## config.mk

```make
export PLATFORM = sky130hd
export DESIGN_NAME = hdr_frame_writer_flat
export DESIGN_NICKNAME = d
export VERILOG_FILES = /design/src/rtl/hdr_pkg.sv /design/src/rtl/hdr_frame_writer_if.sv /design/src/rtl/sync_fifo.sv /design/src/rtl/hdr_frame_writer.sv /design/src/flat_wrapper.sv
export SDC_FILE = /design/constraint.sdc
export NUM_CORES = 2
export LEC_CHECK = 0
export ABC_AREA = 1
export BUFFER_PORTS_ARGS = -buffer_cell sky130_fd_sc_hd__buf_2
export CAP_MARGIN = 15
export CORE_UTILIZATION = 25
export DETAILED_ROUTE_END_ITERATION = 6
export GPL_TIMING_DRIVEN = 0
export PLACE_DENSITY = 0.43
export SLEW_MARGIN = 15
export SYNTH_ARGS = -nofsm -noshare
export SYNTH_HDL_FRONTEND = slang
export SYNTH_SLANG_ARGS = --single-unit
```

## constraint.sdc

```tcl
create_clock -name clk -period 7.9 [get_ports clk]
set_clock_uncertainty 0.1 [all_clocks]
set_input_delay 1.58 -clock clk [delete_from_list [all_inputs] [get_ports clk]]
set_output_delay 1.58 -clock clk [all_outputs]
set_load 0.02 [all_outputs]
```

## src/rtl/hdr_pkg.sv

```systemverilog
// Shared types and constants for the HDR frame writer: FSM states, FIFO entry
// layout, buffer-rotation helper.
package hdr_pkg;

    typedef enum logic [1:0] {
        ST_IDLE = 2'd0,
        ST_REQ  = 2'd1,
        ST_SWAP = 2'd2
    } wr_state_t;

    localparam int         NUM_BUFS                = 3;
    localparam logic [1:0] RD_FRAME_NONE           = 2'd3;
    localparam int         WORDS_PER_FRAME_DEFAULT = 38400;
    localparam int         IDX_W                   = 16;

    typedef logic [127:0] word_t;

    typedef struct packed {
        logic [4:0] r;
        logic [5:0] g;
        logic [4:0] b;
    } rgb565_t;

    typedef struct packed {
        logic             eof;
        logic [IDX_W-1:0] idx;
        word_t            data;
    } fifo_entry_t;

    // Lowest buffer that is neither being written nor scanned out; a reader
    // index of RD_FRAME_NONE never matches, so only the writer is excluded.
    function automatic logic [1:0] next_buf(input logic [1:0] cur, input logic [1:0] rd);
        logic [1:0] nb;
        nb = 2'd0;
        for (int i = NUM_BUFS - 1; i >= 0; i--) begin
            if (2'(i) != cur && 2'(i) != rd) nb = 2'(i);
        end
        return nb;
    endfunction

endpackage

```

## src/rtl/hdr_frame_writer_if.sv

```systemverilog
// RAM-controller write port: held request with address/data, busy and ack.
interface hdr_frame_writer_if #(parameter int ADDR_W = 24);

    logic                ram_wr_req;
    logic [ADDR_W-1:0]   ram_wr_addr;
    hdr_pkg::word_t      ram_wr_data;
    logic                ram_busy;
    logic                ram_wr_ack;

    modport master (
        output ram_wr_req, ram_wr_addr, ram_wr_data,
        input  ram_busy, ram_wr_ack
    );

    modport slave (
        input  ram_wr_req, ram_wr_addr, ram_wr_data,
        output ram_busy, ram_wr_ack
    );

endinterface

```

## src/rtl/sync_fifo.sv

```systemverilog
// Single-clock FIFO with full/empty flags; a pop frees its slot in the same
// cycle, so a push while full is accepted when it coincides with a pop.
module sync_fifo #(
    parameter int WIDTH = 8,
    parameter int DEPTH = 16
) (
    input  logic             clk,
    input  logic             rst_n,
    input  logic             push,
    input  logic [WIDTH-1:0] push_data,
    input  logic             pop,
    output logic [WIDTH-1:0] pop_data,
    output logic             full,
    output logic             empty
);

    localparam int AW = $clog2(DEPTH);

    logic [WIDTH-1:0] mem [DEPTH];
    logic [AW-1:0]    wr_ptr;
    logic [AW-1:0]    rd_ptr;
    logic [AW:0]      count;
    logic             do_push;
    logic             do_pop;

    assign empty    = (count == '0);
    assign full     = (count == (AW+1)'(DEPTH));
    assign do_pop   = pop && !empty;
    assign do_push  = push && (!full || do_pop);
    assign pop_data = mem[rd_ptr];

    always_ff @(posedge clk) begin
        if (do_push) mem[wr_ptr] <= push_data;
    end

    always_ff @(posedge clk or negedge rst_n) begin
        if (!rst_n) begin
            wr_ptr <= '0;
            rd_ptr <= '0;
            count  <= '0;
        end else begin
            if (do_push) wr_ptr <= wr_ptr + 1'b1;
            if (do_pop)  rd_ptr <= rd_ptr + 1'b1;
            case ({do_push, do_pop})
                2'b10:   count <= count + 1'b1;
                2'b01:   count <= count - 1'b1;
                default: count <= count;
            endcase
        end
    end

endmodule

```

## src/rtl/hdr_frame_writer.sv

```systemverilog
// Write-side triple-buffer frame controller: FIFO-buffered words become held
// RAM write requests. Optional drop counter: define HDR_WR_DROP_CNT_EN.
module hdr_frame_writer
    import hdr_pkg::*;
#(
    parameter int WORDS_PER_FRAME = WORDS_PER_FRAME_DEFAULT,
    parameter int FRAME_STRIDE    = 65536,
    parameter int BASE_ADDR       = 0,
    parameter int ADDR_W          = 24,
    parameter int FIFO_DEPTH      = 16
) (
    input  logic                clk,
    input  logic                rst_n,
    input  logic                wr_req,
    input  word_t               wr_data,
    input  logic [1:0]          rd_frame,
    hdr_frame_writer_if.master  ram,
    output logic [1:0]          last_frame,
    output logic                frame_done,
    output logic                overflow,
    output logic [15:0]         drop_cnt
);

    logic [IDX_W-1:0]  win_cnt;
    logic              win_eof;
    fifo_entry_t       push_entry;
    fifo_entry_t       head;
    logic              fifo_full;
    logic              fifo_empty;
    logic              fifo_pop;
    logic              drop;
    wr_state_t         state;
    wr_state_t         state_nxt;
    logic              load;
    logic              do_swap;
    logic              cur_eof;
    logic              eof_orphan;
    logic [1:0]        cur_buf;
    logic [ADDR_W-1:0] addr_q;
    word_t             data_q;

    function automatic logic [ADDR_W-1:0] word_addr(input logic [1:0] buf_idx,
                                                    input logic [IDX_W-1:0] idx);
        longint a;
        a = longint'(BASE_ADDR) + longint'(buf_idx) * longint'(FRAME_STRIDE) + longint'(idx);
        return ADDR_W'(a);
    endfunction

    assign win_eof    = (win_cnt == IDX_W'(WORDS_PER_FRAME - 1));
    assign push_entry = {win_eof, win_cnt, wr_data};
    assign drop       = wr_req && fifo_full && !fifo_pop;

    sync_fifo #(
        .WIDTH ($bits(fifo_entry_t)),
        .DEPTH (FIFO_DEPTH)
    ) u_fifo (
        .clk       (clk),
        .rst_n     (rst_n),
        .push      (wr_req),
        .push_data (push_entry),
        .pop       (fifo_pop),
        .pop_data  (head),
        .full      (fifo_full),
        .empty     (fifo_empty)
    );

    // Window counter advances on dropped words too, keeping idx frame-aligned.
    always_ff @(posedge clk or negedge rst_n) begin
        if (!rst_n)      win_cnt <= '0;
        else if (wr_req) win_cnt <= win_eof ? '0 : win_cnt + 1'b1;
    end

    always_comb begin
        state_nxt = state;
        load      = 1'b0;
        fifo_pop  = 1'b0;
        do_swap   = 1'b0;
        case (state)
            ST_IDLE: begin
                if (!fifo_empty && !ram.ram_busy) begin
                    load      = 1'b1;
                    state_nxt = ST_REQ;
                end else if (fifo_empty && eof_orphan) begin
                    state_nxt = ST_SWAP;
                end
            end
            ST_REQ: begin
                if (ram.ram_wr_ack) begin
                    fifo_pop  = 1'b1;
                    state_nxt = cur_eof ? ST_SWAP : ST_IDLE;
                end
            end
            ST_SWAP: begin
                do_swap   = 1'b1;
                state_nxt = ST_IDLE;
            end
            default: state_nxt = ST_IDLE;
        endcase
    end

    always_ff @(posedge clk or negedge rst_n) begin
        if (!rst_n) begin
            state      <= ST_IDLE;
            cur_buf    <= 2'd0;
            last_frame <= 2'd2;
            overflow   <= 1'b0;
            eof_orphan <= 1'b0;
        end else begin
            state <= state_nxt;
            if (drop) overflow <= 1'b1;
            // A lost eof still has to close its frame once the FIFO drains.
            if (drop && win_eof) eof_orphan <= 1'b1;
            else if (do_swap)    eof_orphan <= 1'b0;
            if (do_swap) begin
                last_frame <= cur_buf;
                cur_buf    <= next_buf(cur_buf, rd_frame);
            end
        end
    end

    always_ff @(posedge clk or negedge rst_n) begin
        if (!rst_n) begin
            addr_q  <= '0;
            data_q  <= '0;
            cur_eof <= 1'b0;
        end else if (load) begin
            addr_q  <= word_addr(cur_buf, head.idx);
            data_q  <= head.data;
            cur_eof <= head.eof;
        end
    end

    assign ram.ram_wr_req  = (state == ST_REQ);
    assign ram.ram_wr_addr = addr_q;
    assign ram.ram_wr_data = data_q;
    assign frame_done      = (state == ST_SWAP);

`ifdef HDR_WR_DROP_CNT_EN
    always_ff @(posedge clk or negedge rst_n) begin
        if (!rst_n)                           drop_cnt <= '0;
        else if (drop && drop_cnt != 16'hFFFF) drop_cnt <= drop_cnt + 1'b1;
    end
`else
    assign drop_cnt = '0;
`endif

endmodule

```

## src/flat_wrapper.sv

```systemverilog
// flat-port wrapper written by rule: the top's interface ports become plain ports
module hdr_frame_writer_flat import hdr_pkg::*;
#(
    parameter int WORDS_PER_FRAME = WORDS_PER_FRAME_DEFAULT,
    parameter int FRAME_STRIDE    = 65536,
    parameter int BASE_ADDR       = 0,
    parameter int ADDR_W          = 24,
    parameter int FIFO_DEPTH      = 16
)
  (clk, rst_n, wr_req, wr_data, rd_frame, last_frame, frame_done, overflow, drop_cnt, ram_ram_wr_req, ram_ram_wr_addr, ram_ram_wr_data, ram_ram_busy, ram_ram_wr_ack);
  hdr_frame_writer_if #(.ADDR_W(ADDR_W)) ram_i ();
  input  logic clk;
  input  logic rst_n;
  input  logic wr_req;
  input  word_t wr_data;
  input  logic [1:0] rd_frame;
  output logic [1:0] last_frame;
  output logic frame_done;
  output logic overflow;
  output logic [15:0] drop_cnt;
  output wire logic [$bits(ram_i.ram_wr_req)-1:0] ram_ram_wr_req;
  output wire logic [$bits(ram_i.ram_wr_addr)-1:0] ram_ram_wr_addr;
  output wire logic [$bits(ram_i.ram_wr_data)-1:0] ram_ram_wr_data;
  input wire logic [$bits(ram_i.ram_busy)-1:0] ram_ram_busy;
  input wire logic [$bits(ram_i.ram_wr_ack)-1:0] ram_ram_wr_ack;
  assign ram_ram_wr_req = ram_i.ram_wr_req;
  assign ram_ram_wr_addr = ram_i.ram_wr_addr;
  assign ram_ram_wr_data = ram_i.ram_wr_data;
  assign ram_i.ram_busy = ram_ram_busy;
  assign ram_i.ram_wr_ack = ram_ram_wr_ack;
  hdr_frame_writer #(.WORDS_PER_FRAME(WORDS_PER_FRAME), .FRAME_STRIDE(FRAME_STRIDE), .BASE_ADDR(BASE_ADDR), .ADDR_W(ADDR_W), .FIFO_DEPTH(FIFO_DEPTH)) u_core (.clk(clk), .rst_n(rst_n), .wr_req(wr_req), .wr_data(wr_data), .rd_frame(rd_frame), .ram(ram_i), .last_frame(last_frame), .frame_done(frame_done), .overflow(overflow), .drop_cnt(drop_cnt));
endmodule
```

== Yosys cells after proc, flatten, opt, wreduce, memory -nomap -nowiden ==
Memories as Yosys holds them, arrays and structs flattened.
Cells that the tools add are included.

* Add/subtract/negate cells: 6
* Eq/ne operators: 12
* Mux-type cells: 19
* Reductions and logical operators: 22

{| class="wikitable"
|+ Operator list
! cell !! number
|-
| $add 18x16->19 || 1
|-
| $add 16x1->16 const B || 1
|-
| $eq 16x16->1 const B || 1
|-
| $mux 16 || 1
|-
| $mux 2 || 7
|-
| $logic_and 1x1->1 || 10
|-
| $pmux 5 s2 || 1
|-
| $mux 1 || 9
|-
| $add 4x1->4 const B || 2
|-
| $reduce_bool 2->1 || 4
|-
| $add 5x1->5 const B || 1
|-
| $eq 5x5->1 const B || 1
|-
| $logic_not 5->1 || 1
|-
| $sub 5x1->5 const B || 1
|-
| $eq 2x1->1 const B || 2
|-
| $eq 2x2->1 const B || 2
|-
| $logic_not 1->1 || 4
|-
| $ne 1x2->1 const A || 2
|-
| $ne 2x2->1 const A || 2
|-
| $pmux 2 s2 || 1
|-
| $ne 3x1->1 const B || 1
|-
| $logic_not 2->1 || 1
|-
| $ne 2x1->1 const B || 1
|-
| $reduce_and 2->1 || 1
|-
| $logic_or 1x1->1 || 1
|}

* Bits in registers: 190
* Memory bits (writable): 2,320
* Input port bits: 135
* Output and inout port bits: 173
* Logic and storage cells: 72
* Memories: 1

{| class="wikitable"
|+ Memory list
! name !! depth !! bits a word !! read ports !! clocked after memory_dff !! wr ports !! line !! text
|-
| u_core.u_fifo.mem || 16 || 145 || 1 || 0 || 1 || sync_fifo.sv:19 || <nowiki>logic [WIDTH-1:0] mem [DEPTH];</nowiki>
|}

== Longest topological paths before layout ==
* Word-level depth: 7
* Gate-level depth with buffers: 16
* Gate-level depth less buffers: 16

== By module ==
Synthesis repeated with hierarchy kept, for this count alone.

* Cell total of the unflattened synthesis: 7,456
* Area, all modules: 98,584.6 µm²

{| class="wikitable"
|+ Modules (own cells, without submodules)
! module !! instances !! cells each !! area each (µm²) !! seq. area each (µm²)
|-
| sync_fifo || 1 || 6,944 || 91,311.3 || 69,992.1
|-
| hdr_frame_writer || 1 || 512 || 7,273.2 || 4,280.4
|}

== Worst setup path before layout ==
Ideal clock, no wire load.

* Path type: input port to flip-flop
* From: input ram_ram_wr_ack
* To: memory u_core.u_fifo.mem[11][0] (netlist bit), enable pin
* Setup time: 0.652 ns
* Data arrival time: 8.329 ns
* Required time: 7.148 ns
* Slack: -1.180 ns
* Stages on the path: 8
* Buffers on the path: 0
* Cell sequence: inv_1 -> nor2_2 -> nand2_1 -> nand4_1 -> nand2_1 -> inv_2 -> nand2_1 -> nor2_1

* Word-level cells in the longest chain between the ends: 7

{| class="wikitable"
|+ RTL lines
! item !! line !! text
|-
| from (decl) || flat_wrapper.sv:25 || <nowiki>input wire logic [$bits(ram_i.ram_wr_ack)-1:0] ram_ram_wr_ack;</nowiki>
|-
| $mux 1 || hdr_frame_writer.sv:88 || <nowiki>if (ram.ram_wr_ack) begin</nowiki>
|-
| $mux 1 || hdr_frame_writer.sv:78 || <nowiki>case (state)</nowiki>
|-
| $logic_and 1x1->1 || sync_fifo.sv:28 || <nowiki>assign do_pop = pop && !empty;</nowiki>
|-
| $logic_or 1x1->1 || sync_fifo.sv:29 || <nowiki>assign do_push = push && (!full || do_pop);</nowiki>
|-
| $logic_and 1x1->1 || sync_fifo.sv:29 ||
|-
| $mux 1 || sync_fifo.sv:33 || <nowiki>if (do_push) mem[wr_ptr] <= push_data;</nowiki>
|-
| $mux 1 (not written as such) || sync_fifo.sv:33 ||
|-
| to (decl) || sync_fifo.sv:19 ||
|}

No other way between the ends.

== Final worst setup path ==
* From: input ram_ram_wr_ack
* To: memory u_core.u_fifo.mem[8][36] (netlist bit), enable pin

The elaborated chain is that of the path after synthesis.

==> summary.txt <==
Synthesis
  – Synth unique cells: 43
  – Synthesized area: 97300 um^2
  – Compound-Gate Fraction of Synth Area: a little over a tenth
  – Syn avg cell area: ~13 um^2
  – Main combinational cell family by area after synthesis: compound AO/OA/AOI/OAI gates
  – Synthesized instance count: about 7400
  – Number of flops mapped to enable cells by yosys: ~2300
  – Post-synthesis mux area share: less than 1%
  – Synth Flop Type: edfxtp_1
  – Adder-cell share of the synthesized area: 0.103%
  – #FFs+latches synth: roughly 2500
  – Sequential area share after synthesis: 76.3%
  – Synth Area in XOR/XNOR: less than 1%
  – YS warnings: 0
  – Post-Synth Simple-Gate Area: under 10%
  – Async S/R FF share, synth: 7.35%

Setup path
  – CP dominant cell by count: nand2_1
  – Crit path max fanout: 15
  – Reg2reg start: u_core.state[1]$_DFFE_PN0P_
  – CP startpoint: ram_ram_wr_ack
  – CP cell instances: buf_2 -> inv_1 -> nor2_2 -> nand2_1 -> nand4_1 -> nand2_1 -> inv_2 -> nand2_1 -> nor2_4 -> buf_12 -> buf_16 -> buf_12 -> buf_16
  – CP Capture Point: u_core.u_fifo.mem[8][36]$_DFFE_PP_
  – Worst reg2reg setup slack: roughly 4.0 ns
  – R2R depth: 13
  – Kind of critical path: in2reg
  – Reg2reg end: u_core.u_fifo.mem[8][36]$_DFFE_PP_
  – Worst path slowest cell: nor2_4
  – Worst EP arrival: about 4.7 ns
  – Crit-path max cell delay: 0.69 ns
  – Startpoint class of the critical path: input port
  – Required @ worst endpoint: approximately 8.4 ns
  – Crit. End Element: flip-flop

Place
  – DPL Wire Length: 263 mm
  – PortBufs: 285
  – Final Wtd Congestion: 0.807
  – DP Area: about 110000 um^2

Final layout
  – Commonest non-fill, non-tap cell in the layout: edfxtp_1
  – Share of cells above drive strength 1: between 10% and 20%
  – Highest-count cells in the layout ignoring fill and taps: edfxtp_1, o21ai_0, nor2_1, nand2_1, o22ai_1
  – Area grow syn2layout: 20.8%
  – Nets: between 8000 and 9000
  – Design Area, Final: between 100000 and 150000 um^2

Clock tree
  – CTS buffer count: between 200 and 300
  – Hold-fix buffers, CTS: 0
  – Clock buffer depth: 4
  – CTS root buffer: clkbuf_16
  – Post-CTS Resized: 0
  – Post-CTS Setup Bufs: 0
  – Clock tree from TritonCTS: yes
  – H-tree lvl count: 5
  – CTS sink cnt: around 2500
  – Worst-skew pair later-pin latency: between 0.8 and 0.9 ns
  – Clock Pin Slew Worst Setup and Hold Paths: ~0.060 ns

Power and ir drop
  – Sw Ratio: between 40% and 50%
  – Combinational fraction of design power: a little under two fifths
  – Int Pwr: about 28 mW
  – Clock power share: 26.9%
  – Reg power frac: roughly 36%
  – Psw: between 15 and 20 mW
  – Power Density: slightly below 400 nW/um^2
  – Pleak: about 39 nW
  – Worst IR Drop VDD: 0.237 mV

Routing
  – WL/cell: about 28 um
  – Pre-Repair DR Iteration Count: 6
  – Initial DRC Count: 6907
  – Final wirelength: 377 mm
  – Final ANT Viol Nets: 0
  – DR vias/cell: just under 5
  – Total vias in the final route: around 66000
  – DRC errors left: 0

Flow run
  – Total of max-cap violations: 0

Global routing
  – Gr ovfl total: 0
  – Antenna violations before repair: ~130
  – First-pass GRT wire length: a little over 500 mm
  – GRT Util Overall: a little under a fifth
  – Largest net degree at the start of global routing: 69
  – Vias in the first global route: 64252

Floorplan
  – Initial Util: around 25%
  – Die H: 626 um
  – Rows: between 200 and 250
  – Die Area: ~400000 um^2
  – Ports: around 310
  – Core box area: just under 400000 um^2
  – Die width: ~630 um

STA
  – Crit share post-route: approximately 54%
  – Worst slew pin tran: roughly 1.3 ns
  – Minimum clock period: between 4 and 5 ns
  – Worst rel slew slack: 13.7%
  – Max Fclk: around 240 MHz
  – RSZ-0062 raised after global routing: no
  – Max Slew Vio Count: 0
  – Final setup TNS: 0 ns
  – Final setup viols: 0
  – Hold Fails Final Rpt: 0

Status
  – Status: completed

Hold path
  – Min-delay worst type: reg2reg
[synth_stat cells (55+ instances only)]
library cell,n,area (um^2)
o221ai_1,69,604
nand2_1,905,3400
dfrtp_1,183,4580
inv_1,55,206
nand3_1,337,1690
nor2_1,1139,4280
o21ai_0,1144,5730
o21ai_1,56,280
buf_4,70,526
clkbuf_1,287,1080
o22ai_1,477,2980
edfxtp_1,2320,69700
a21oi_1,91,455
buf_2,130,651
[registers in the layout, indices dropped and copies added (netlist names)]
register	flops
u_core.eof_orphan	1
u_core.last_frame	2
u_core.win_cnt	16
u_core.cur_eof	1
u_core.u_fifo.mem	2320
u_core.u_fifo.wr_ptr	4
u_core.ram.ram_wr_addr	18
u_core.state	2
u_core.cur_buf	2
u_core.u_fifo.rd_ptr	4
u_core.ram.ram_wr_data	128
u_core.overflow	1
u_core.u_fifo.count	5
[cells by family (layout without fill, tap and decap cells)]
family | after synthesis | in the layout
adders and majority gates | 8 | 8
buffers and inverters | 594 | 1526
xor gates and xnor gates | 15 | 15
DFF | 2504 | 2504
muxes | 18 | 18
other | 1 | 47
and+or+nand+nor | 2417 | 2417
AOI/OAI and AO/OA | 1859 | 1859
[how the worst min path moves through the flow]
stage,start,to,slack (ns),cells after the start
5_1_grt,u_core.ram.ram_wr_data[76]$_DFFE_PN0P_,u_core.ram.ram_wr_data[76]$_DFFE_PN0P_,0.39,2
6_report,u_core.overflow$_DFFE_PN0P_,u_core.overflow$_DFFE_PN0P_,0.37,1
3_3_place_gp,u_core.overflow$_DFFE_PN0P_,u_core.overflow$_DFFE_PN0P_,0.36,1
4_1_cts,u_core.ram.ram_wr_data[87]$_DFFE_PN0P_,u_core.ram.ram_wr_data[87]$_DFFE_PN0P_,0.38,2
3_5_place_dp,u_core.ram.ram_wr_data[61]$_DFFE_PN0P_,u_core.ram.ram_wr_data[61]$_DFFE_PN0P_,0.36,2
2_1_floorplan,u_core.cur_eof$_DFFE_PN0P_,u_core.cur_eof$_DFFE_PN0P_,0.35,2
[critical path: cells and delay by family]
kind                   cells  cell delay (ns)
buffers and inverters      7             1.16
AND/OR/NAND/NOR            6             1.84
[power groups by stage]
| stage | sequential, mW | clock, mW | combinational [mW] |
|---|---|---|---|
| floorplan | 17.6 | 0 | 8.18 |
| global placement | 17.8 | 0 | 16.4 |
| detailed placement | 17.1 | 0 | 17.2 |
| CTS | 16.8 | 12.7 | 17.2 |
| global route | 16.9 | 13.1 | 18.3 |
| finish | 16.8 | 12.5 | 17.1 |
[cell type report]
type                       count  area (um^2)
tap                         5175         6470
timing repair buffer         444         5030
buffer                       531         2560
clock buffer                 371         7560
inverter                      63          243
multi-input combinational   4339        20500
sequential                  2504        74300
clock inverter               117          912
antenna                       25         62.6
fill                       38749       269000
[through the flow]
step                hold WS, ns  utilization [%]  total power [mW]  setup WS (ns)  cells
global placement          0.361             27.2              34.2         -10.98  12897
global route              0.387             30.4              48.4           3.60  13553
finish                    0.370             30.4              46.3           3.67  13569
floorplan                 0.349                -              25.8          -1.18   7437
detailed placement        0.361             28.2              34.2           2.77  13056
CTS                       0.377             30.4              46.7           3.67  13544
[metal layers]
metal	share of wire [%]	GRT usage, %	up-vias
li1	-	-	28849
met5	0.064	0	-
met3	6.6	3.07	608
met2	48	31.2	2620
met1	42	24.9	33856
met4	3.0	5.76	40
Note: power is estimated with default switching activity, not from simulation.
